$ cat config.mk
export PLATFORM = sky130hd
export DESIGN_NAME = game_flow_ctrl
export DESIGN_NICKNAME = d
export VERILOG_FILES = /design/src/rtl/game_pkg.sv /design/src/rtl/edge_rise.sv /design/src/rtl/game_flow_ctrl.sv
export SDC_FILE = /design/constraint.sdc
export NUM_CORES = 1
export LEC_CHECK = 0
export BUFFER_PORTS_ARGS = -buffer_cell sky130_fd_sc_hd__clkbuf_2
export CORE_MARGIN = 2
export CORE_UTILIZATION = 51
export DETAILED_ROUTE_END_ITERATION = 8
export PLACE_DENSITY_LB_ADDON = 0.1
export SETUP_SLACK_MARGIN = 0.02
export SLEW_MARGIN = 20
export SYNTH_ARGS = -nofsm -noshare
export SYNTH_HDL_FRONTEND = slang
export SYNTH_SLANG_ARGS = --single-unit
export TNS_END_PERCENT = 30
$ cat constraint.sdc
create_clock -name clk -period 1.8 [get_ports clk]
set_input_delay 0.36 -clock clk [delete_from_list [all_inputs] [get_ports clk]]
set_output_delay 0.36 -clock clk [all_outputs]
set_load 0.005 [all_outputs]
$ cat src/rtl/game_pkg.sv
// Shared Pong game constants: state encoding and default score/speed widths
// used by the flow controller, ball, pixel generator and text display.
package game_pkg;

  localparam int GAME_SCORE_W = 4;
  localparam int GAME_SPEED_W = 4;

  typedef enum logic [2:0] {
    ST_MENU      = 3'd0,
    ST_SETTINGS  = 3'd1,
    ST_COUNTDOWN = 3'd2,
    ST_PLAY      = 3'd3,
    ST_SERVE     = 3'd4,
    ST_PAUSE     = 3'd5,
    ST_OVER      = 3'd6
  } game_state_e;

  // Bit positions of the buttons in the packed vector fed to edge_rise.
  localparam int BTN_START   = 0;
  localparam int BTN_SETTING = 1;
  localparam int BTN_PAUSE   = 2;
  localparam int BTN_UP      = 3;
  localparam int BTN_DOWN    = 4;
  localparam int BTN_COUNT   = 5;

endpackage

$ cat src/rtl/edge_rise.sv
// Rising-edge detector for a bank of debounced button levels; the history
// resets high so a button held through reset does not fire.
module edge_rise #(
  parameter int WIDTH = 5
) (
  input  logic             clk,
  input  logic             reset,
  input  logic [WIDTH-1:0] i_level,
  output logic [WIDTH-1:0] o_rise
);

  logic [WIDTH-1:0] r_prev;

  // NOTE: sequential state uses non-blocking assignments so every flop samples pre-edge values.
  always_ff @(posedge clk or posedge reset) begin
    if (reset) r_prev <= '1;
    else       r_prev <= i_level;
  end

  assign o_rise = i_level & ~r_prev;

endmodule

$ cat src/rtl/game_flow_ctrl.sv
// Pong game-flow controller: menu, settings, countdown, play/serve/pause,
// game-over hold, N-player scoring and ball speed selection, paced by frame_tick.
module game_flow_ctrl
  import game_pkg::*;
#(
  parameter int NUM_PLAYERS      = 2,
  parameter int SCORE_W          = game_pkg::GAME_SCORE_W,
  parameter int WIN_SCORE        = 9,
  parameter int SPEED_W          = game_pkg::GAME_SPEED_W,
  parameter int SPEED_MIN        = 1,
  parameter int SPEED_MAX        = 8,
  parameter int SPEED_DEF        = 3,
  parameter int COUNT_FROM       = 3,
  parameter int COUNTDOWN_FRAMES = 60,
  parameter int SERVE_FRAMES     = 60,
  parameter int OVER_FRAMES      = 300,
  localparam int CD_W            = $clog2(COUNT_FROM + 1),
  localparam int PIDX_W          = $clog2(NUM_PLAYERS)
) (
  input  logic                           clk,
  input  logic                           reset,
  input  logic                           i_frame_tick,
  input  logic                           i_start_btn,
  input  logic                           i_setting_btn,
  input  logic                           i_pause_btn,
  input  logic                           i_up_btn,
  input  logic                           i_down_btn,
  input  logic [NUM_PLAYERS-1:0]         i_point_evt,
  output logic [2:0]                     o_state,
  output logic                           o_game_active,
  output logic                           o_serve_req,
  output logic [CD_W-1:0]                o_countdown,
  output logic [NUM_PLAYERS*SCORE_W-1:0] o_scores,
  output logic [SPEED_W-1:0]             o_ball_speed,
  output logic                           o_game_over,
  output logic [PIDX_W-1:0]              o_winner
);

  localparam int FRAME_MAX_CS = (COUNTDOWN_FRAMES > SERVE_FRAMES) ? COUNTDOWN_FRAMES : SERVE_FRAMES;
  localparam int FRAME_MAX    = (FRAME_MAX_CS > OVER_FRAMES) ? FRAME_MAX_CS : OVER_FRAMES;
  localparam int FRAME_W      = $clog2(FRAME_MAX + 1);

  localparam logic [FRAME_W-1:0] CD_LAST    = FRAME_W'(COUNTDOWN_FRAMES - 1);
  localparam logic [FRAME_W-1:0] SERVE_LAST = FRAME_W'(SERVE_FRAMES - 1);
  localparam logic [FRAME_W-1:0] OVER_LAST  = (OVER_FRAMES == 0) ? '0 : FRAME_W'(OVER_FRAMES - 1);
  localparam logic [SCORE_W-1:0] SCORE_SAT  = '1;

  // Button edges
  logic [BTN_COUNT-1:0] w_levels;
  logic [BTN_COUNT-1:0] w_rise;
  logic w_start, w_setting, w_pause, w_up, w_down;

  assign w_levels[BTN_START]   = i_start_btn;
  assign w_levels[BTN_SETTING] = i_setting_btn;
  assign w_levels[BTN_PAUSE]   = i_pause_btn;
  assign w_levels[BTN_UP]      = i_up_btn;
  assign w_levels[BTN_DOWN]    = i_down_btn;

  edge_rise #(.WIDTH(BTN_COUNT)) u_edge_rise (
    .clk     (clk),
    .reset   (reset),
    .i_level (w_levels),
    .o_rise  (w_rise)
  );

  assign w_start   = w_rise[BTN_START];
  assign w_setting = w_rise[BTN_SETTING];
  assign w_pause   = w_rise[BTN_PAUSE];
  assign w_up      = w_rise[BTN_UP];
  assign w_down    = w_rise[BTN_DOWN];

  // Registered state
  game_state_e          r_state;
  logic [FRAME_W-1:0]   r_frame_cnt;
  logic [CD_W-1:0]      r_countdown;
  logic [SPEED_W-1:0]   r_speed;
  logic [PIDX_W-1:0]    r_winner;
  logic                 r_serve_req;

  game_state_e          w_next_state;
  logic [FRAME_W-1:0]   w_next_cnt;
  logic [CD_W-1:0]      w_next_cd;
  logic [SPEED_W-1:0]   w_next_speed;
  logic [PIDX_W-1:0]    w_next_winner;
  logic                 w_next_serve;
  logic                 w_score_clr;
  logic                 w_score_inc;

  logic [SCORE_W-1:0]   w_scores [NUM_PLAYERS];
  logic                 w_pt_hit;
  logic [PIDX_W-1:0]    w_pt_idx;
  logic [SCORE_W-1:0]   w_pt_new;

  // Lowest set point bit wins when several players score in the same cycle.
  always_comb begin
    w_pt_hit = 1'b0;
    w_pt_idx = '0;
    for (int i = NUM_PLAYERS - 1; i >= 0; i--) begin
      if (i_point_evt[i]) begin
        w_pt_hit = 1'b1;
        w_pt_idx = PIDX_W'(i);
      end
    end
  end

  assign w_pt_new = (w_scores[w_pt_idx] == SCORE_SAT) ? SCORE_SAT : w_scores[w_pt_idx] + 1'b1;

  // NOTE: every combinational output is given a default first, so no path can infer a latch.
  always_comb begin
    w_next_state  = r_state;
    w_next_cnt    = i_frame_tick ? r_frame_cnt + 1'b1 : r_frame_cnt;
    w_next_cd     = r_countdown;
    w_next_speed  = r_speed;
    w_next_winner = r_winner;
    w_next_serve  = 1'b0;
    w_score_clr   = 1'b0;
    w_score_inc   = 1'b0;

    case (r_state)
      ST_MENU: begin
        if (w_start) begin
          w_next_state  = ST_COUNTDOWN;
          w_next_cd     = CD_W'(COUNT_FROM);
          w_next_winner = '0;
          w_score_clr   = 1'b1;
        end else if (w_setting) begin
          w_next_state = ST_SETTINGS;
        end
      end
      ST_SETTINGS: begin
        if (w_up && !w_down && r_speed < SPEED_W'(SPEED_MAX))
          w_next_speed = r_speed + 1'b1;
        else if (w_down && !w_up && r_speed > SPEED_W'(SPEED_MIN))
          w_next_speed = r_speed - 1'b1;
        if (w_setting || w_start)
          w_next_state = ST_MENU;
      end
      ST_COUNTDOWN: begin
        if (i_frame_tick && r_frame_cnt == CD_LAST) begin
          w_next_cnt = '0;
          if (r_countdown <= CD_W'(1)) begin
            w_next_state = ST_PLAY;
            w_next_cd    = '0;
            w_next_serve = 1'b1;
          end else begin
            w_next_cd = r_countdown - 1'b1;
          end
        end
      end
      ST_PLAY: begin
        if (w_pt_hit) begin
          w_score_inc = 1'b1;
          if (w_pt_new == SCORE_W'(WIN_SCORE)) begin
            w_next_state  = ST_OVER;
            w_next_winner = w_pt_idx;
          end else begin
            w_next_state = ST_SERVE;
          end
        end else if (w_pause) begin
          w_next_state = ST_PAUSE;
        end
      end
      ST_SERVE: begin
        if (i_frame_tick && r_frame_cnt == SERVE_LAST) begin
          w_next_state = ST_PLAY;
          w_next_serve = 1'b1;
        end
      end
      ST_PAUSE: begin
        if (w_start)      w_next_state = ST_MENU;
        else if (w_pause) w_next_state = ST_PLAY;
      end
      ST_OVER: begin
        if (w_start)
          w_next_state = ST_MENU;
        else if (OVER_FRAMES != 0 && i_frame_tick && r_frame_cnt == OVER_LAST)
          w_next_state = ST_MENU;
      end
      default: w_next_state = ST_MENU;
    endcase

    if (w_next_state != r_state)
      w_next_cnt = '0;
  end

  always_ff @(posedge clk or posedge reset) begin
    if (reset) begin
      r_state     <= ST_MENU;
      r_frame_cnt <= '0;
      r_countdown <= '0;
      r_speed     <= SPEED_W'(SPEED_DEF);
      r_winner    <= '0;
      r_serve_req <= 1'b0;
    end else begin
      r_state     <= w_next_state;
      r_frame_cnt <= w_next_cnt;
      r_countdown <= w_next_cd;
      r_speed     <= w_next_speed;
      r_winner    <= w_next_winner;
      r_serve_req <= w_next_serve;
    end
  end

  // Score array: one saturating register per player.
  for (genvar g = 0; g < NUM_PLAYERS; g++) begin : g_score
    logic [SCORE_W-1:0] r_score;

    always_ff @(posedge clk or posedge reset) begin
      if (reset)
        r_score <= '0;
      else if (w_score_clr)
        r_score <= '0;
      else if (w_score_inc && w_pt_idx == PIDX_W'(g))
        r_score <= w_pt_new;
    end

    assign w_scores[g]                    = r_score;
    assign o_scores[g*SCORE_W +: SCORE_W] = r_score;
  end

  assign o_state       = r_state;
  assign o_game_active = (r_state == ST_PLAY);
  assign o_game_over   = (r_state == ST_OVER);
  assign o_serve_req   = r_serve_req;
  assign o_countdown   = r_countdown;
  assign o_ball_speed  = r_speed;
  assign o_winner      = r_winner;

endmodule
==> impl_summary.txt <==
----------------------------------------------------
[Yosys]
  Combinational family with the most area after synthesis ... simple AND/OR/NAND/NOR gates
  Register bit count reported by yosys ... 33
  Area fraction in compound gates after synthesis ... 12.3%
  Leading area contributor after synthesis ... sky130_fd_sc_hd__dfrtp_1
  Count of yosys warnings during synthesis ... 0
  Dominant register cell in the synthesized netlist ... sky130_fd_sc_hd__dfrtp_1
  EDFF count, synth ... 0
  Number of standard cells after synthesis ... 204
  Largest cells by area after synthesis ... sky130_fd_sc_hd__dfrtp_1 33%, sky130_fd_sc_hd__dfstp_2 9.3%, sky130_fd_sc_hd__ha_1 3.8%, sky130_fd_sc_hd__nor4_2 3.8%, sky130_fd_sc_hd__nand2_1 3.4%
  Post-synth top area share ... 33.0%
  Distinct cell type count of the synthesized netlist ... 52
  Syn Nets ... 220
  Area of the mapped netlist ... 1970 um2
  Post-synthesis simple-gate area fraction ... 29.9%
  Post-Synth Adder-Cell Area ... 3.80%
  Fraction of synthesis flops using an asynchronous set or reset pin ... 100%
  Post-synthesis average cell area ... 9.68 um2
  Xor-xnor portion of the synthesized cell area ... 4.88%
  Post-synthesis mux area share ... 3.11%
  Proportion of synthesized chip area in sequential cells ... 42.3%

[Layout]
  Multi-input logic area ... 1160 um2
  Post-Layout Cell Count ... 328
  Final layout net count ... 295
  Final design area excluding fillers ... 2710 um2
  Area delta synth->final ... 37.3%
  Commonest cells after routing, fill and taps aside ... 41 x sky130_fd_sc_hd__buf_4, 30 x sky130_fd_sc_hd__clkbuf_2, 23 x sky130_fd_sc_hd__dfrtp_1
  Most common cell after layout, fill and taps aside ... sky130_fd_sc_hd__buf_4
  Share of layout cells above drive strength 1 ... 42.9%
  Number of inserted diodes ... 0
  Area used by sequential logic in the layout ... 838 um2
  Number of fill cells in the layout ... 275

[Drt]
  Routed length on met1 ... 2110 um
  Met2 wire length ... 2610 um
  Routed length on met3 ... 250 um
  Detailed-route wire length per cell ... 15.4 um
  DR pass1 iterations ... 4
  DRC viols ... 0
  Highest metal layer with signal wires ... met4
  Number of vias after detailed routing ... 1,842
  Detail-routed via count per cell ... 5.62
  DRT iter0 DRCs ... 121
  Total wire length ... 5050 um
  Count of nets left with antenna violations after detail routing ... 0

[GRT]
  Total routing resource utilization after global routing ... 25.3%
  Number of antenna violations at the first check in global routing ... 0
  First-pass GRT wire length ... 8310 um
  Largest net degree at the start of global routing ... 34
  Final global-route overflow total ... 0
  Number of global-route vias before repair ... 1,859

[Place]
  Port-buffer cells ... 30
  Placement-stage cell area ... 2480 um2
  Routability-driven placement congestion ratio ... 0.939
  Place WS ... -164 ps
  Number of placed instances with taps included ... 316
  DP Wirelength ... 3580 um

[Power and ir drop]
  Leakage power ... 1.26 nW
  Power density normalized to cell area ... 1130 nW/um2
  Maximum vdd ir drop ... 0.000672 V

[Timing]
  Final cycle utilization of the critical path ... 107%
  RSZ-0062 raised after global routing ... yes
  Max-slew violation count ... 0
  Transition at the pin with the smallest max-transition slack ... 429 ps
  Largest clock skew in the final design ... 4.69 ps
  Max transition margin ... 71.4%
  Hold Fails Final Rpt ... 0
  Final setup violation count ... 10
  Max Clock Freq ... 519 MHz
  Final worst slack ... -127 ps
  Min Tclk post-route ... 1930 ps

[Setup path]
  Library cell appearing most often on the critical path ... sky130_fd_sc_hd__or3_4
  Kind of end point of the critical path ... register
  Number of buffers and inverters on the critical path ... 1
  Cell type group with the largest total delay on the critical path ... simple AND/OR/NAND/NOR gates
  Critical setup path kind ... register to register
  List of cells traversed by the critical path ... or3_4 -> or4_4 -> a31oi_1 -> or3_4 -> buf_6 -> nor3_2
  Arrival time at the worst endpoint ... 2090 ps
  Stage delay of the slowest cell on the critical path ... 530 ps
  Startpoint type of the worst setup path ... register
  Slowest CP cell ... sky130_fd_sc_hd__or4_4
  Worst Path Max Fanout ... 5
  CP required ... 1970 ps

[Outcome]
  Failing checks ... setup timing
  Run status ... finished with violations

[Floorplan]
  Width of the die ... 66.2 um
  Starting density of the core ... 53.5%
  Number of standard-cell rows in the floorplan ... 22
  Core Area ... 3690 um2
  Vert. Die Dim ... 66.2 um
  DIE AREA ... 4390 um2
  Ports ... 31

[CTS]
  TritonCTS buffer count ... 5
  CTS HTree Levels ... 2
  Sink Count ... 33
  Root Buffer ... sky130_fd_sc_hd__clkbuf_8
  Clock tree buffer depth ... 2
  CTS tree ... built
  Clock-pin slew on the worst setup and hold paths ... 70 ps
  Clk_lat worst skew ... 290 ps

[Hold path]
  Worst hold-check path type ... input pin to asynchronous set/reset pin

[Job]
  Max cap viols ... 0

----------------------------------------------------
## area by class of cell
class / count / area share, %
Tap cell: 48 / 2.22
Clock buffer: 8 / 2.95
Inverter: 7 / 0.970
Multi-Input combinational cell: 155 / 42.9
Timing Repair Buffer: 77 / 20.0
Sequential cell: 33 / 30.9
## metrics by stage
step | hold WS [ps] | power (mW) | TNS (ps) | util [%]
floorplan | 364 | 1.75 | -673 | -
global placement | 448 | 2.21 | -1100 | 67.4
detailed placement | 462 | 2.27 | -1440 | 67.4
CTS | 155 | 2.94 | -591 | 71.5
global route | 160 | 3.25 | -1530 | 73.5
finish | 144 | 3.05 | -1070 | 73.5
## flip-flops by register name (all words and copies together), names as in the netlist
register	count
o_state	3
r_frame_cnt	9
g_score.r_score	8
u_edge_rise.r_prev	5
o_ball_speed	4
o_serve_req	1
o_winner	1
o_countdown	2
## path summary, 6_finish.rpt
path	startpoint	slack, ps	end	cells past startpoint
max in group asynchronous	reset	1310	u_edge_rise.r_prev[0]$_DFF_PP1_	3
max	r_frame_cnt[7]$_DFF_PP0_	-130	r_frame_cnt[6]$_DFF_PP0_	6
min	reset	140	g_score[0].r_score[3]$_DFFE_PP0P_	3
min reg2reg	o_ball_speed[1]$_DFFE_PP1P_	520	o_ball_speed[1]$_DFFE_PP1P_	2
max reg2reg	r_frame_cnt[7]$_DFF_PP0_	-130	r_frame_cnt[6]$_DFF_PP0_	6
min in group clk	i_up_btn	170	u_edge_rise.r_prev[3]$_DFF_PP1_	1
## cell families after synthesis
family	count (synthesis)
multiplexers	6
AND/OR/NAND/NOR	96
adder cells (fa/ha/maj)	6
flip-flops	33
XOR/XNOR	11
buffers and inverters	16
AO/OA/AOI/OAI	36
## Yosys cell counts (2+ instances only)
cell / number
sky130_fd_sc_hd__nor2b_1: 5
sky130_fd_sc_hd__clkbuf_1: 5
sky130_fd_sc_hd__o21ai_1: 6
sky130_fd_sc_hd__nand2_1: 18
sky130_fd_sc_hd__buf_2: 2
sky130_fd_sc_hd__or3b_1: 2
sky130_fd_sc_hd__and4_1: 2
sky130_fd_sc_hd__or3_1: 2
sky130_fd_sc_hd__a22o_1: 3
sky130_fd_sc_hd__dfstp_2: 7
sky130_fd_sc_hd__o21ai_0: 7
sky130_fd_sc_hd__a31oi_1: 4
sky130_fd_sc_hd__nand2b_1: 6
sky130_fd_sc_hd__nand3b_1: 4
sky130_fd_sc_hd__and2_1: 3
sky130_fd_sc_hd__a21oi_1: 5
sky130_fd_sc_hd__dfrtp_1: 26
sky130_fd_sc_hd__nor4_2: 6
sky130_fd_sc_hd__nor2_1: 14
sky130_fd_sc_hd__nor3_1: 10
sky130_fd_sc_hd__xor2_1: 6
sky130_fd_sc_hd__or4_1: 2
sky130_fd_sc_hd__nand3_1: 7
sky130_fd_sc_hd__and3_1: 5
sky130_fd_sc_hd__mux2i_1: 5
sky130_fd_sc_hd__xnor2_1: 5
sky130_fd_sc_hd__inv_1: 7
sky130_fd_sc_hd__ha_1: 6
## power by group
part	leakage (nW)	switching (mW)	internal [mW]
combinational	0.815	0.716	0.768
clock	0.0395	0.261	0.275
sequential	0.409	0.145	0.886
total	1.26	1.12	1.93
## repair_timing
action,CTS,global route
resized for setup,16,13
pin swaps,8,2
cloned,1,0
hold buffers,0,0
endpoints found under the setup margin,13,26
buffers inserted,1,2
## layer usage
metal	global-route usage, %	vias up
met5	0	-
met2	43.8	53
met4	10.7	0
met3	5.11	8
met1	30.4	887
li1	-	894
## tightest hold or removal path: stages
cell and delay (ps):
sky130_fd_sc_hd__clkbuf_2 80, sky130_fd_sc_hd__inv_1 50, sky130_fd_sc_hd__buf_4 370
Power figures use the tool's default switching activity.
